===== src/rtl/mem_arbiter.sv =====
// Round-robin arbiter sharing one single-port memory between the CPU controller and the
// DMA/loader port. One access per cycle, read data returned with a per-requester valid pulse.
module mem_arbiter #(
   parameter int unsigned AWIDTH = 5,
   parameter int unsigned DWIDTH = 8
) (
   input  logic              clk,
   input  logic              rst,

   input  logic              cpu_req,
   input  logic              cpu_we,
   input  logic [AWIDTH-1:0] cpu_addr,
   input  logic [DWIDTH-1:0] cpu_wdata,
   output logic              cpu_gnt,
   output logic              cpu_rvalid,
   output logic [DWIDTH-1:0] cpu_rdata,

   input  logic              dma_req,
   input  logic              dma_we,
   input  logic [AWIDTH-1:0] dma_addr,
   input  logic [DWIDTH-1:0] dma_wdata,
   output logic              dma_gnt,
   output logic              dma_rvalid,
   output logic [DWIDTH-1:0] dma_rdata,

   output logic              mem_en,
   output logic              mem_we,
   output logic [AWIDTH-1:0] mem_addr,
   output logic [DWIDTH-1:0] mem_wdata,
   input  logic [DWIDTH-1:0] mem_rdata
);

   typedef enum logic [1:0] {StIdle, StGntCpu, StGntDma} state_e;

   state_e state_q, state_d;
   logic   last_dma_q, last_dma_d;  // 1: DMA owned the most recent transfer
   logic   rd_valid_q;
   logic   rd_owner_dma_q;
   logic   grant_cpu, grant_dma;
   logic   xfer;

   // Grants are suppressed while rst is high so nothing reaches memory in a reset cycle.
   always_comb begin
      grant_cpu = (state_q == StGntCpu) && !rst;
      grant_dma = (state_q == StGntDma) && !rst;
   end

   assign cpu_gnt = grant_cpu;
   assign dma_gnt = grant_dma;

   always_comb begin
      mem_en    = 1'b0;
      mem_we    = 1'b0;
      mem_addr  = '0;
      mem_wdata = '0;
      if (grant_cpu) begin
         mem_en    = cpu_req;
         mem_we    = cpu_we & cpu_req;
         mem_addr  = cpu_addr;
         mem_wdata = cpu_wdata;
      end else if (grant_dma) begin
         mem_en    = dma_req;
         mem_we    = dma_we & dma_req;
         mem_addr  = dma_addr;
         mem_wdata = dma_wdata;
      end
   end

   // A transfer is exactly a granted cycle with the owner still requesting.
   assign xfer = mem_en;

   // The tie-break uses the post-transfer owner so continuous contention alternates.
   always_comb begin
      last_dma_d = xfer ? grant_dma : last_dma_q;
      state_d    = StIdle;
      case ({cpu_req, dma_req})
         2'b11:   state_d = last_dma_d ? StGntCpu : StGntDma;
         2'b10:   state_d = StGntCpu;
         2'b01:   state_d = StGntDma;
         default: state_d = StIdle;
      endcase
   end

   always_ff @(posedge clk) begin
      if (rst) begin
         state_q        <= StIdle;
         last_dma_q     <= 1'b1;
         rd_valid_q     <= 1'b0;
         rd_owner_dma_q <= 1'b0;
      end else begin
         state_q        <= state_d;
         last_dma_q     <= last_dma_d;
         rd_valid_q     <= xfer && !mem_we;
         rd_owner_dma_q <= grant_dma;
      end
   end

   // Gating with rst drops a read return that would land in the reset cycle itself.
   assign cpu_rvalid = rd_valid_q && !rd_owner_dma_q && !rst;
   assign dma_rvalid = rd_valid_q &&  rd_owner_dma_q && !rst;
   assign cpu_rdata  = mem_rdata;
   assign dma_rdata  = mem_rdata;

endmodule


===== config.mk =====
export PLATFORM = sky130hd
export DESIGN_NAME = mem_arbiter
export DESIGN_NICKNAME = d
export VERILOG_FILES = /design/src/rtl/mem_arbiter.sv
export SDC_FILE = /design/constraint.sdc
export NUM_CORES = 1
export LEC_CHECK = 0
export CELL_PAD_IN_SITES_DETAIL_PLACEMENT = 0
export CELL_PAD_IN_SITES_GLOBAL_PLACEMENT = 1
export CORE_ASPECT_RATIO = 1.2
export CORE_MARGIN = 2
export CORE_UTILIZATION = 16
export CTS_CLUSTER_SIZE = 24
export DETAILED_ROUTE_END_ITERATION = 8
export HOLD_SLACK_MARGIN = 0.12
export PLACE_DENSITY_LB_ADDON = 0.1
export SYNTH_ARGS = -nofsm -noshare
export SYNTH_HDL_FRONTEND = slang
export SYNTH_SLANG_ARGS = --single-unit

===== constraint.sdc =====
create_clock -name clk -period 3.6 [get_ports clk]
set_input_delay 0.54 -clock clk [delete_from_list [all_inputs] [get_ports clk]]
set_output_delay 0.54 -clock clk [all_outputs]
set_load 0.02 [all_outputs]

==> flow_summary.yaml, run 1 <==
outcome:
  status: "complete, no violations"
clocking:
  cts_max_level: 1
  clk_pin_slew_ns: 0.03
  tritoncts: "yes"
  clock_path_buffers: 2
  cts_sinks: 5
  postCtsHoldBufs: 0
  post_cts_buffers: 0
  clk_latency_ns: 0.22
  cts_buffers: 3
  cts_resized: 0
  root_buffer: "clkbuf_8"
routing:
  viasPerCell: 4.18
  drc: 0
  wirelength_um: 1610
  top_layer: "met4"
  met2_wirelength_um: 657
  wl_met1_um: 689
  firstDrtPassIters: 2
  vias: 547
  wl_met3_um: 254
  ant_nets: 0
  avgRoutedWirePerCell_um: 12.3
  drtIter0Drc: 8
placed_design:
  dpl_cell_area_um2: 961
  place_ws_ns: 0.508
  io_buffer_count: 50
  place_hpwl_um: 1300
  gp_congestion: 0.670
cells_and_area:
  antenna_cells: 0
  fin_area_um2: 1010
  multi_input_area_um2: 284
  drive_above_1_share_pct: 24.5
  nFillCells: 347
  final_nets: 135
  syn2layout_area_growth_pct: 83.1
  regArea_um2: 100
worst_setup_path:
  worst_ep_arrival_time_ns: 2.52
  end_kind: "output pin"
  criticalPathCategory: "input pin to output pin"
  rr_endpoint: "rd_valid_q$_SDFF_PP0_"
  start_kind: "input pin"
  reg2reg_slack_ns: 2.34
  required_ns: 3.06
  crit_fanout: 10
  rr_worst_depth: 3
  r2r_start: "state_q[0]$_SDFF_PP0_"
floorplanning:
  dieWidth_um: 57.5
  core-area_um2: 3310
  fp.dieArea_um2: 3920
  rows: 23
  pin_count: 75
  die_h_um: 68.2
  start_util_pct: 16.6
logic_synthesis:
  synthSimpleGateAreaFrac_pct: 14.6
  synth.area.mux_share_pct: 0
  synth_edf_count: 0
  syn_nets: 97
  synth_compound_area_share_pct: 35.1
  synth.yosys.seq_area_share_pct: 18.2
  ys_top_cells_by_count: "buf_4, a22o_2, dfxtp_1, inv_1"
  ys_seq_elements: 5
  syn-cell-area_um2: 549
  synth_fa_ha_area_share_pct: 2.05
  ys.warnings.count: 0
  synth_cell_types: 19
  yosysTopAreaCell: "a22o_2"
  yosysMostFrequentCell: "buf_4"
  yosysTopAreaCellShare_pct: 23.7
  syn_area_per_cell_um2: 9.64
  synth_cells: 57
  synth_top_family_by_area: "compound AO/OA/AOI/OAI gates"
  ys.flop_type: "dfxtp_1"
  synth_xor_area_share_pct: 0
  synthTopCellsByArea: "a22o_2, buf_4, dfxtp_1, nor3b_4, buf_6"
  synth-async-reset-ratio_pct: 0
flow_run:
  cap_violations: 0
timing:
  skew_ns: 0.00125
  tns_ns: 0
  tightest_slew_ns: 0.357
  finalSetupViolations: 0
  rsz0062_at_grt: "false"
  period_needed_ns: 3.06
  relSlewSlack_pct: 76.2
  finalWorstSetupSlack_ns: 0.538
  slew_viol_final: 0
  fmax_mhz: 327
  hold_viol_final: 0
  fin_crit_sh_pct: 85.1
hold_path:
  hold_path_class: "flip-flop to flip-flop"
  worstHoldStart: "last_dma_q$_SDFF_PP1_"
  hold_depth: 2
  hold_end: "last_dma_q$_SDFF_PP1_"
global_route:
  grt_max_degree: 15
  antenna_found_initial: 0
  grt_overflow: 0
  grt_pass1_wl_um: 2550
  track_usage_pct: 8.31
  grt_pass1_vias: 553
power_and_ir_drop:
  vdd.ir_drop.worst_v: 0.000138
  finalPower_w: 0.000251
  power.density_nw_per_um2: 250
  power.leakage_nw: 0.395
## area by class of cell
cell class	instances	share of cell area, %
clock buffers	4	4.48
repair buffers	52	51.2
multi-input cells	29	28.2
well taps	37	4.60
flip-flops and latches	5	9.95
inverters	4	1.49
## how the worst max path moves through the flow
stage / to / cells past startpoint / startpoint / slack (ns)
floorplan: mem_addr[0] / 4 / rst / 1.66
global placement: mem_wdata[2] / 5 / rst / 0.51
detailed placement: mem_wdata[2] / 5 / rst / 0.51
CTS: mem_wdata[0] / 5 / rst / 0.51
global route: mem_wdata[1] / 5 / rst / 0.44
finish: mem_wdata[2] / 5 / rst / 0.54
## flip-flops by register name (all words and copies together), names as in the netlist
name	flops
last_dma_q	1
rd_valid_q	1
rd_owner_dma_q	1
state_q	2
## critical path, cell delays in order
cell and delay [ns]:
clkdlybuf4s50_1 0.56, nor3b_4 0.42, buf_4 0.25, a22o_2 0.15, clkdlybuf4s50_1 0.60
## placed cells by master (no fill, tap or decap), types with 2 or more instances in the layout
master	synthesis	layout
clkbuf_8	0	3
clkdlybuf4s50_1	0	50
nor3b_4	2	2
dfxtp_1	5	5
a22o_2	13	13
inv_1	4	4
nor3b_1	2	2
buf_4	17	2
## where the power goes
| part | internal (W) | switching [W] | total, W |
|---|---|---|---|
| Sequential | 0.0000587 | 0.00000322 | 0.0000620 |
| Clock | 0.0000759 | 0.0000267 | 0.000103 |
| Combinational | 0.0000567 | 0.0000299 | 0.0000865 |
| Total | 0.000191 | 0.0000598 | 0.000251 |
## routing by layer
metal  up-vias  track usage [%]
met3         2             3.59
met1       237             10.2
met4         0             3.78
met5         -                0
li1        265                -
met2        43             12.5
## per-stage QoR
step	utilization (%)	hold WS [ns]	instances
floorplan	-	0.495	57
global placement	29.0	0.519	127
detailed placement	29.0	0.529	127
CTS	30.4	0.537	131
global route	30.4	0.576	131
finish	30.4	0.531	131
## cell families (layout without fill, tap and decap cells)
family                   Yosys count  after routing
AND/OR/NAND/NOR                    8              8
buffers and inverters             23             60
AO/OA/AOI/OAI                     20             20
adder cells (fa/ha/maj)            1              1
flip-flops                         5              5
No activity file was read; power rests on OpenSTA's default activity.
==> run 2: changes to the inputs <==
- PLACE_DENSITY: unset -> 0.81
- PLACE_DENSITY_LB_ADDON: 0.1 -> unset
==> run 2 against run 1 <==
Effect of this change:
- register-to-register slack worse by 0.24 ns
- count of clock-buffer cells in the layout unchanged
- design area down 0.75%
- total power about the same
- clock power about the same
- die area unchanged
- flip-flop and latch count unchanged
- critical path depth down 1
- utilization down 0.23 points
- critical path type unchanged
- critical endpoint is now mem_we
- largest power group unchanged
==> flow_summary.yaml, run 2 (synthesized netlist as in run 1, its figures left out) <==
outcome:
  status: "complete, no violations"
routing:
  avgRoutedWirePerCell_um: 13.7
  viasPerCell: 4.35
  drtIter0Drc: 44
  drc: 0
  wirelength_um: 1780
  firstDrtPassIters: 4
  vias: 565
  ant_nets: 0
placed_design:
  dpl.cell_count: 126
  dpl_cell_area_um2: 953
  io_buffer_count: 50
  gp_congestion: 0.693
  place_hpwl_um: 1490
power_and_ir_drop:
  power.leakage_nw: 0.389
  vdd.ir_drop.worst_v: 0.000108
  power.density_nw_per_um2: 251
global_route:
  track_usage_pct: 9.10
  grt_pass1_wl_um: 2670
  antenna_found_initial: 0
  grt_overflow: 0
  grt_pass1_vias: 533
  grt_max_degree: 17
flow_run:
  cap_violations: 0
worst_setup_path:
  worst_ep_arrival_time_ns: 2.65
  start_kind: "input pin"
  required_ns: 3.06
  end_kind: "output pin"
  crit_fanout: 16
  rr_worst_depth: 3
  criticalPathCategory: "input pin to output pin"
timing:
  finalSetupViolations: 0
  hold_viol_final: 0
  relSlewSlack_pct: 56.5
  fmax_mhz: 314
  tightest_slew_ns: 0.652
  tns_ns: 0
  period_needed_ns: 3.19
  fin_crit_sh_pct: 88.5
  skew_ns: 0.000204
  slew_viol_final: 0
  rsz0062_at_grt: "false"
clocking:
  cts_resized: 0
  tritoncts: "yes"
  clk_latency_ns: 0.22
  cts_sinks: 5
  cts_buffers: 3
  postCtsHoldBufs: 0
  post_cts_buffers: 0
  cts_max_level: 1
  clock_path_buffers: 2
  root_buffer: "clkbuf_8"
  clk_pin_slew_ns: 0.03
cells_and_area:
  largest-register: "state_q"
  drive_above_1_share_pct: 23.7
  largest_register_ffs: 2
  fin_area_um2: 998
  final_common_cell: "clkdlybuf4s50_1"
  layout_common_cells: "clkdlybuf4s50_1, a22o_2, dfxtp_1"
  antenna_cells: 0
  fin_cells: 130
  final_nets: 134
  syn2layout_area_growth_pct: 81.8
floorplanning:
  dieWidth_um: 57.5
  pin_count: 75
  start_util_pct: 16.6
  fp.dieArea_um2: 3920
  rows: 23
  die_h_um: 68.2
  core-area_um2: 3310
hold_path:
  hold_depth: 2
  hold_path_class: "flip-flop to flip-flop"
## run 2: cell types whose count changed in the layout (fill, tap and decap cells not counted), sizes merged
| cell | before | now |
|---|---|---|
| buf | 2 | 1 |
## run 2: final cells by class
class | instances | area (um^2)
multi-input cells | 29 | 284
flip-flops and latches | 5 | 100
repair buffers | 51 | 508
inverters | 4 | 15.0
fillers | 358 | 2310
clock buffers | 4 | 45.0
well taps | 37 | 46.3
## run 2: per-layer routing
metal  share of wire [%]  GRT usage, %  up-vias
li1                    -             -      263
met4                0.79          4.36        0
met3                  20          5.29        2
met1                  34          9.43      244
met2                  45          14.8       56
met5                   0             0        -
## run 2: path summary, 6_finish.rpt
check / start / slack (ns) / end
max: rst / 0.41 / mem_we
min: last_dma_q$_SDFF_PP1_ / 0.54 / last_dma_q$_SDFF_PP1_
max reg2reg: state_q[0]$_SDFF_PP0_ / 2.10 / rd_valid_q$_SDFF_PP0_
min reg2reg: last_dma_q$_SDFF_PP1_ / 0.54 / last_dma_q$_SDFF_PP1_
## run 2: critical path, stage by stage
cell	delay (ns)
clkdlybuf4s50_1	0.55
nor3b_4	0.63
a32o_1	0.30
clkdlybuf4s50_1	0.61
## run 2: through the flow
step	hold slack (ns)	utilization, %	total power (W)	setup WS (ns)
6_report	0.536	30.2	0.000251	0.413
2_1_floorplan	0.495	-	0.000123	1.66
4_1_cts	0.546	30.2	0.000255	0.391
5_1_grt	0.568	30.2	0.000264	0.297
3_3_place_gp	0.526	28.8	0.000149	0.444
3_5_place_dp	0.534	28.8	0.000150	0.389
## run 2: where the power goes
part / switching, W / internal (W) / leakage (nW) / total [W]
Sequential: 0.00000319 / 0.0000587 / 0.0411 / 0.0000619
Clock: 0.0000262 / 0.0000759 / 0.0228 / 0.000102
Combinational: 0.0000308 / 0.0000562 / 0.325 / 0.0000870
